**src/rtl/fwd_pkg.sv**
```systemverilog
// Shared types and constants for the ID-stage forwarding scoreboard.
//   entry_t     : one tracked in-flight instruction (valid, regwrite, dst, is_load)
//   FWD_REGFILE : forward-select code meaning "read the register file"
//   STG_*       : stage indices after ID (1 = EX, 2 = MEM, 3 = WB)
// dst is held at MAX_AW bits so one struct serves every REG_AW up to MAX_AW;
// narrower register indices are zero-extended on entry and on compare.
package fwd_pkg;

   localparam int unsigned MAX_AW      = 8;
   localparam int unsigned FWD_REGFILE = 0;
   localparam int unsigned STG_EX      = 1;
   localparam int unsigned STG_MEM     = 2;
   localparam int unsigned STG_WB      = 3;

   typedef struct packed {
      logic              valid;
      logic              regwrite;
      logic [MAX_AW-1:0] dst;
      logic              is_load;
   } entry_t;

endpackage

```
**src/rtl/fwd_src_match.sv**
```systemverilog
// Per-source producer search for the ID-stage forwarding scoreboard.
//   entries  : tracked stages, entries[s-1] holds stage s (s = 1 is EX)
//   src      : register index read by this source operand
//   src_used : operand is actually read
//   id_valid : ID holds a real instruction
//   sel      : 0 = register file, s = forward from stage s (youngest match)
//   hazard   : youngest match is a load whose data is not yet forwardable
module fwd_src_match
   import fwd_pkg::*;
#(
   parameter int unsigned DEPTH            = 3,
   parameter int unsigned REG_AW           = 5,
   parameter int unsigned LOAD_READY_STAGE = 2,
   parameter int unsigned SELW             = $clog2(DEPTH + 1)
) (
   input  entry_t [DEPTH-1:0] entries,
   input  logic [REG_AW-1:0]  src,
   input  logic               src_used,
   input  logic               id_valid,
   output logic [SELW-1:0]    sel,
   output logic               hazard
);

   logic [MAX_AW-1:0] src_ext;
   int unsigned       hit_s;
   logic              hit_load;

   assign src_ext = MAX_AW'(src);

   // Scan oldest to youngest so the smallest matching stage overwrites the rest.
   always_comb begin
      hit_s    = FWD_REGFILE;
      hit_load = 1'b0;
      for (int s = DEPTH; s >= 1; s--) begin
         if (entries[s-1].valid && entries[s-1].regwrite &&
             (entries[s-1].dst != '0) && (entries[s-1].dst == src_ext) &&
             src_used && id_valid) begin
            hit_s    = s;
            hit_load = entries[s-1].is_load;
         end
      end
   end

   assign sel    = SELW'(hit_s);
   assign hazard = hit_load && (hit_s < LOAD_READY_STAGE);

endmodule

```
**src/rtl/forward_scoreboard_id.sv**
```systemverilog
// ID-stage forwarding and load-use hazard unit.
// Keeps a shift register of destination tags for the DEPTH stages after ID and,
// for each of NUM_SRC source operands, picks the youngest forwardable producer.
//   clk, reset_n   : clock, asynchronous active-low reset
//   pipe_advance   : pipeline moves this cycle; 0 freezes all tracked state
//   flush          : kill the instruction in ID (beats a concurrent stall)
//   id_valid       : ID holds a real instruction
//   id_src         : source k at [k*REG_AW +: REG_AW]
//   id_src_used    : source k is read
//   id_dst, id_regwrite, id_is_load : ID instruction's destination info
//   fwd_sel        : per source, 0 = register file, s = forward from stage s
//   stall_id       : hold PC and IF/ID, inject a bubble into EX
//   stall_cycles   : saturating count of stalled, advancing cycles
module forward_scoreboard_id
   import fwd_pkg::*;
#(
   parameter int unsigned NUM_SRC          = 2,
   parameter int unsigned REG_AW           = 5,
   parameter int unsigned DEPTH            = 3,
   parameter int unsigned LOAD_READY_STAGE = 2,
   parameter int unsigned SELW             = $clog2(DEPTH + 1),
   parameter int unsigned CNT_W            = 16
) (
   input  logic                      clk,
   input  logic                      reset_n,
   input  logic                      pipe_advance,
   input  logic                      flush,
   input  logic                      id_valid,
   input  logic [NUM_SRC*REG_AW-1:0] id_src,
   input  logic [NUM_SRC-1:0]        id_src_used,
   input  logic [REG_AW-1:0]         id_dst,
   input  logic                      id_regwrite,
   input  logic                      id_is_load,
   output logic [NUM_SRC*SELW-1:0]   fwd_sel,
   output logic                      stall_id,
   output logic [CNT_W-1:0]          stall_cycles
);

   entry_t [DEPTH-1:0] entries_q, entries_d;
   entry_t             new_entry;
   logic [NUM_SRC-1:0] hazard;
   logic [CNT_W-1:0]   stall_cycles_q, stall_cycles_d;

   for (genvar k = 0; k < NUM_SRC; k++) begin : g_src
      fwd_src_match #(
         .DEPTH            (DEPTH),
         .REG_AW           (REG_AW),
         .LOAD_READY_STAGE (LOAD_READY_STAGE),
         .SELW             (SELW)
      ) u_match (
         .entries  (entries_q),
         .src      (id_src[k*REG_AW +: REG_AW]),
         .src_used (id_src_used[k]),
         .id_valid (id_valid),
         .sel      (fwd_sel[k*SELW +: SELW]),
         .hazard   (hazard[k])
      );
   end

   // Flush wins over a hazard: the killed instruction needs no operands.
   assign stall_id = (|hazard) && id_valid && !flush;

   always_comb begin
      new_entry       = '0;
      new_entry.valid = id_valid && !flush && !stall_id;
      if (new_entry.valid) begin
         new_entry.regwrite = id_regwrite;
         new_entry.dst      = MAX_AW'(id_dst);
         new_entry.is_load  = id_is_load;
      end

      entries_d = entries_q;
      if (pipe_advance) begin
         for (int s = DEPTH - 1; s >= 1; s--) begin
            entries_d[s] = entries_q[s-1];
         end
         entries_d[STG_EX-1] = new_entry;
      end
   end

   always_comb begin
      stall_cycles_d = stall_cycles_q;
      if (stall_id && pipe_advance && (stall_cycles_q != '1)) begin
         stall_cycles_d = stall_cycles_q + 1'b1;
      end
   end

   always_ff @(posedge clk or negedge reset_n) begin
      if (!reset_n) begin
         entries_q      <= '0;
         stall_cycles_q <= '0;
      end else begin
         entries_q      <= entries_d;
         stall_cycles_q <= stall_cycles_d;
      end
   end

   assign stall_cycles = stall_cycles_q;

endmodule

```
**config.mk**
```make
export PLATFORM = sky130hd
export DESIGN_NAME = forward_scoreboard_id
export DESIGN_NICKNAME = d
export VERILOG_FILES = /design/src/rtl/fwd_pkg.sv /design/src/rtl/fwd_src_match.sv /design/src/rtl/forward_scoreboard_id.sv
export SDC_FILE = /design/constraint.sdc
export NUM_CORES = 1
export LEC_CHECK = 0
export ABC_AREA = 1
export CAP_MARGIN = 5
export CORE_MARGIN = 4
export CORE_UTILIZATION = 58
export DETAILED_ROUTE_END_ITERATION = 12
export PLACE_DENSITY = 0.85
export SYNTH_ARGS = -nofsm -noshare
export SYNTH_HDL_FRONTEND = slang
export SYNTH_SLANG_ARGS = --single-unit
```
**constraint.sdc**
```tcl
create_clock -name clk -period 3.75 [get_ports clk]
set_input_delay 0.9375 -clock clk [delete_from_list [all_inputs] [get_ports clk]]
set_output_delay 0.9375 -clock clk [all_outputs]
set_load 0.1 [all_outputs]
```
==> flow_summary.yaml, run 1 <==
sta:
  fmax_mhz: 274
  slew_violations: 0
  finalSetupViolations: 0
  hold_viol: 0
  rsz0062_at_grt: "false"
  totalNegativeSetupSlack_ns: 0
  layout_min_cycle_time_ns: 3.65
  clock_skew_ns: 0.00879
  setup_slack_ns: 0.103
  worst_slew_pin_slew_ns: 1.00
  slew_headroom_pct: 33.1
  period_share_pct: 97.3
synthesis:
  synth_top_area_share_pct: 35.1
  yosys-top-cells-area: "dfrtp_1, nand2_1, nor2_1"
  synth_edf_count: 0
  synth_top_family_by_area: "simple AND/OR/NAND/NOR gates"
  synth_area_per_cell_um2: 6.33
  ys_ff_latch: 40
  synth_simple_gate_area_share_pct: 44.8
  synth_nets: 476
  synth_cell_types: 32
  synth_area_um2: 2850
  synth_compound_area_share_pct: 6.32
  synthArstFlopShare_pct: 100
  synth_xor_area_share_pct: 4.25
  synthCells: 451
  ys.flop_type: "dfrtp_1"
  yosys.area.top_type: "dfrtp_1"
  ys_seq_area_share_pct: 35.1
  yosys_warnings: 0
  synth_mux_area_share_pct: 0
  synth_fa_ha_area_share_pct: 0.439
floorplanning:
  placementRows: 25
  die_area_um2: 6100
  start_util_pct: 60.0
  fp.coreArea_um2: 4750
  die_h_um: 78.1
  ioPinCount: 45
  die_w_um: 78.1
setup_path:
  endpoint_kind: "output pin"
  critical_path_class: "in2out"
  critPathLaunchType: "primary input"
  critPathArrivalTime_ns: 2.71
  path_max_fanout: 4
  cp.required_ns: 2.81
job:
  cap_violations: 0
clocking:
  cts_root_buffer: "clkbuf_8"
  clock_sinks: 40
  tritoncts: "yes"
  cts_buffers: 5
  clk_latency_ns: 0.30
  clockBufferDepth: 2
  hold_buffers: 0
  cts_max_level: 2
  cts.clk_slew.worst_paths_ns: 0.08
power_and_ir_drop:
  p_leak_uw: 0.00191
  peakVddDrop_mv: 0.301
  power_uw: 969
  powerDensity_nw_per_um2: 270
routing:
  vias_per_cell: 5.51
  via_count: 3146
  firstDrtPassIters: 6
  drt_iter0_drc: 244
  wire_per_inst_um: 15.3
  drt_wl_total_um: 8740
  ant_nets: 0
  drc_errors: 0
global_route:
  top_usage_layer: "met2"
  use_met3_pct: 5.39
  gr-usage-met1_pct: 41.2
  grt_overflow_total: 0
  grtUsageTotal_pct: 30.0
  grt_start_max_net_pins: 41
  grt_pass1_vias: 2978
  grt_pass1_wl_um: 14300
  use_met2_pct: 47.6
  grt_antenna_before_repair: 0
cells_and_area:
  diodes: 0
  syn_to_final_growth_pct: 25.7
  design_area_um2: 3590
  instances_no_fill: 571
  finalNetCount: 528
  final_layout_size_suffix_gt1_share_pct: 12.3
status:
  run_status: "complete, no violations"
worst_hold_path:
  worst_hold_path_type: "reg2reg"
placement:
  dp_slack_ns: -0.0226
  dp.cells: 561
  portBuffers: 44
  post_dp_cell_area_um2: 3430
  dp_hpwl_um: 6830
  gp_congestion: 1.01
[final timing paths]
kind | start | to | slack (ns) | depth (start not counted)
worst max-delay path | id_src[7] | stall_id | 0.10 | 10
max in group asynchronous | reset_n | entries_q[16] | 2.40 | 1
min in group asynchronous | reset_n | stall_cycles[15] | 0.75 | 1
worst min-delay path | entries_q[31] | entries_q[31] | 0.48 | 2
worst max register to register | entries_q[5] | stall_cycles[15] | 1.42 | 14
worst min register to register | entries_q[31] | entries_q[31] | 0.48 | 2
[state kept, by name, indices dropped and copies added (netlist names)]
name          cells
entries_q        24
stall_cycles     16
[Yosys cell counts (2+ instances only)]
master / instances
nor2_2: 3
xnor2_1: 8
clkbuf_1: 3
nor2_1: 56
dfrtp_1: 40
nand2_2: 2
o21ai_1: 3
nand3_1: 35
inv_1: 50
o21ai_0: 13
nand2_1: 167
xor2_1: 4
nand4_1: 13
nor3_1: 7
o22ai_1: 5
a21oi_1: 12
inv_2: 15
[report_power, final]
part	switching, uW	internal [uW]
sequential	28.9	450
clock	172	132
combinational	119	66.9
total	320	649
[routing by layer]
metal	up-vias	share of wire (%)
met5	-	0
met1	1452	43
met2	155	47
met3	20	8.3
li1	1519	-
met4	0	2.5
[cells in the final DEF (no fill, tap or decap), types with 2 or more instances in the layout]
cell and n:
a21oi_1 10, a21oi_2 3, buf_12 5, buf_4 6, clkbuf_8 5, clkdlybuf4s50_1 26
dfrtp_1 40, dlygate4sd2_1 2, dlymetal6s2s_1 8, inv_1 48, inv_2 17, nand2_1 166
nand2_2 3, nand3_1 34, nand3_2 2, nand4_1 13, nor2_1 50, nor2_2 8
nor2_4 2, nor3_1 7, o21ai_0 12, o21ai_1 4, o22ai_1 5, xnor2_1 7
xor2_1 4
[per-stage QoR]
step	utilization [%]	hold slack, ns
3_5_place_dp	72.1	0.459
3_3_place_gp	72.1	0.457
5_1_grt	75.4	0.491
4_1_cts	74.2	0.479
6_report	75.4	0.476
2_1_floorplan	-	0.442
[final cells by class]
class                   count  area, um2
fillers                   372       1170
repair buffers             48        528
clock inverters             3       21.3
clock buffers               5       68.8
well taps                  67       83.8
flip-flops and latches     40       1000
inverters                  66        248
multi-input cells         342       1640
[logic make-up after synthesis]
kind of cell	after synthesis
and+or+nand+nor	294
buffers and inverters	69
DFF	40
AOI/OAI and AO/OA	34
xor gates and xnor gates	13
adders and majority gates	1
[worst max-delay path, cell delays in order]
cell	delay, ns
clkdlybuf4s50_1	0.51
inv_2	0.07
nand2_1	0.09
nand2_1	0.08
nor2_2	0.11
nand4_1	0.21
a21oi_1	0.19
nand2_1	0.10
a21oi_2	0.21
buf_12	0.20
[repair_timing]
item                       in CTS  in global routing
pin swaps                       2                  7
setup endpoints to repair       1                  2
setup buffers                   1                  1
resized for setup               4                 18
No activity file was read; power rests on OpenSTA's default activity.
==> inputs of run 2 (changes only) <==
--- a/config.mk
+++ b/config.mk
@@ -7,9 +7,11 @@
 export LEC_CHECK = 0
 export ABC_AREA = 1
 export CAP_MARGIN = 5
+export CORE_ASPECT_RATIO = 2
 export CORE_MARGIN = 4
-export CORE_UTILIZATION = 58
+export CORE_UTILIZATION = 69
 export DETAILED_ROUTE_END_ITERATION = 12
+export DONT_BUFFER_PORTS = 1
 export PLACE_DENSITY = 0.85
 export SYNTH_ARGS = -nofsm -noshare
 export SYNTH_HDL_FRONTEND = slang
==> run 2 against run 1 <==
  * Wire length is 1.4% higher
  * Largest power group unchanged
  * Utilization up 5.9 points
  * Cell count shrank 7.5%
  * Critical path type unchanged
  * Largest cell class unchanged
==> flow_summary.yaml, run 2 (synthesized netlist as in run 1, its figures left out) <==
status:
  run_status: "complete, no violations"
global_route:
  gr-usage-met1_pct: 37.7
  grt_pass1_wl_um: 15000
  use_met2_pct: 61.9
  grt_overflow_total: 0
  grt_antenna_before_repair: 0
  grt_pass1_vias: 3250
  grtUsageTotal_pct: 38.5
  use_met3_pct: 13.2
  top_usage_layer: "met2"
  grt_start_max_net_pins: 41
sta:
  slew_violations: 0
  fmax_mhz: 301
  finalSetupViolations: 0
  hold_viol: 0
  layout_min_cycle_time_ns: 3.32
  worst_slew_pin_slew_ns: 0.454
  totalNegativeSetupSlack_ns: 0
  rsz0062_at_grt: "false"
  slew_headroom_pct: 69.6
  clock_skew_ns: 0.0130
  period_share_pct: 88.5
routing:
  drt_iter0_drc: 147
  drt_wl_total_um: 8860
  wire_per_inst_um: 16.8
  ant_nets: 0
  firstDrtPassIters: 6
  vias_per_cell: 5.84
  drc_errors: 0
  via_count: 3086
cells_and_area:
  largest_reg_flops: 24
  design_area_um2: 3190
  fin_util_pct: 81.3
  finalNetCount: 501
  layout_commonest_cell: "nand2_1"
  largest_register: "entries_q"
  syn_to_final_growth_pct: 11.8
  layout_common_cells: "nand2_1, nor2_1, inv_1"
  final_layout_size_suffix_gt1_share_pct: 12.8
  diodes: 0
worst_hold_path:
  worst_hold_path_type: "in2async"
setup_path:
  crit_start: "id_src[1]"
  critPathArrivalTime_ns: 2.38
  critical_path_class: "in2out"
  endpoint_kind: "output pin"
  path_max_fanout: 5
  cp.required_ns: 2.81
  critPathLaunchType: "primary input"
  rr_startpoint: "stall_cycles[0]"
job:
  cap_violations: 0
placement:
  dp_hpwl_um: 6960
  post_dp_cell_area_um2: 3070
  portBuffers: 0
  gp_congestion: 1.07
power_and_ir_drop:
  peakVddDrop_mv: 0.346
  p_leak_uw: 0.00174
  powerDensity_nw_per_um2: 311
clocking:
  cts.clk_slew.worst_paths_ns: 0.09
  cts_buffers: 5
  post-cts-setup-buffer-count: 0
  hold_buffers: 0
  cts_root_buffer: "clkbuf_8"
  tritoncts: "yes"
  clockBufferDepth: 2
  clk_latency_ns: 0.30
  clock_sinks: 40
  postCtsResizedCells: 0
  cts_max_level: 2
floorplanning:
  die_w_um: 53.5
  start_util_pct: 72.7
  ioPinCount: 45
  die_h_um: 98.9
  fp.coreArea_um2: 3920
  die_area_um2: 5290
  placementRows: 32
==> run 2: worst paths after layout <==
kind / slack (ns) / cells after the start / endpoint
max: 0.43 / 11 / stall_id
min in group clk: 0.49 / 2 / entries_q[32]
min reg2reg: 0.49 / 2 / entries_q[32]
min: 0.32 / 0 / stall_cycles[8]
max in group asynchronous: 3.33 / 0 / stall_cycles[12]
max reg2reg: 1.13 / 11 / stall_cycles[13]
==> run 2: layer usage <==
layer,part of all wire (%),up-vias,wire length [um]
met4,8.0,0,705
met2,53,157,4670
li1,-,1465,-
met3,7.3,58,643
met1,32,1406,2840
met5,0,-,0
==> run 2: worst max-delay path, stage by stage <==
cell and delay, ns:
inv_1 0.06, nand2_1 0.10, nand2_1 0.06, nor2_1 0.12, nand3_1 0.12, nor2_1 0.23
inv_1 0.11, a21oi_1 0.16, nand2_1 0.09, a21oi_2 0.12, buf_4 0.29
==> run 2: cell type report <==
class,count,area (um2)
multi-input combinational,342,1600
clock inverter,3,46.3
sequential,40,1000
fill,302,734
tap,51,63.8
timing repair buffer,21,158
clock buffer,5,68.8
inverter,66,248
==> run 2: per-stage QoR <==
step	instances	hold WS, ns	power, uW	setup slack [ns]
floorplan	451	0.442	586	0.0445
global placement	520	0.457	622	0.570
detailed placement	520	0.475	626	0.496
CTS	528	0.318	983	0.479
global route	528	0.307	1030	0.283
finish	528	0.315	992	0.433
==> run 2: power by group <==
part	total, uW	internal, uW	switching (uW)
Clock	366	200	166
Sequential	480	450	30.2
Combinational	145	46.7	98.6
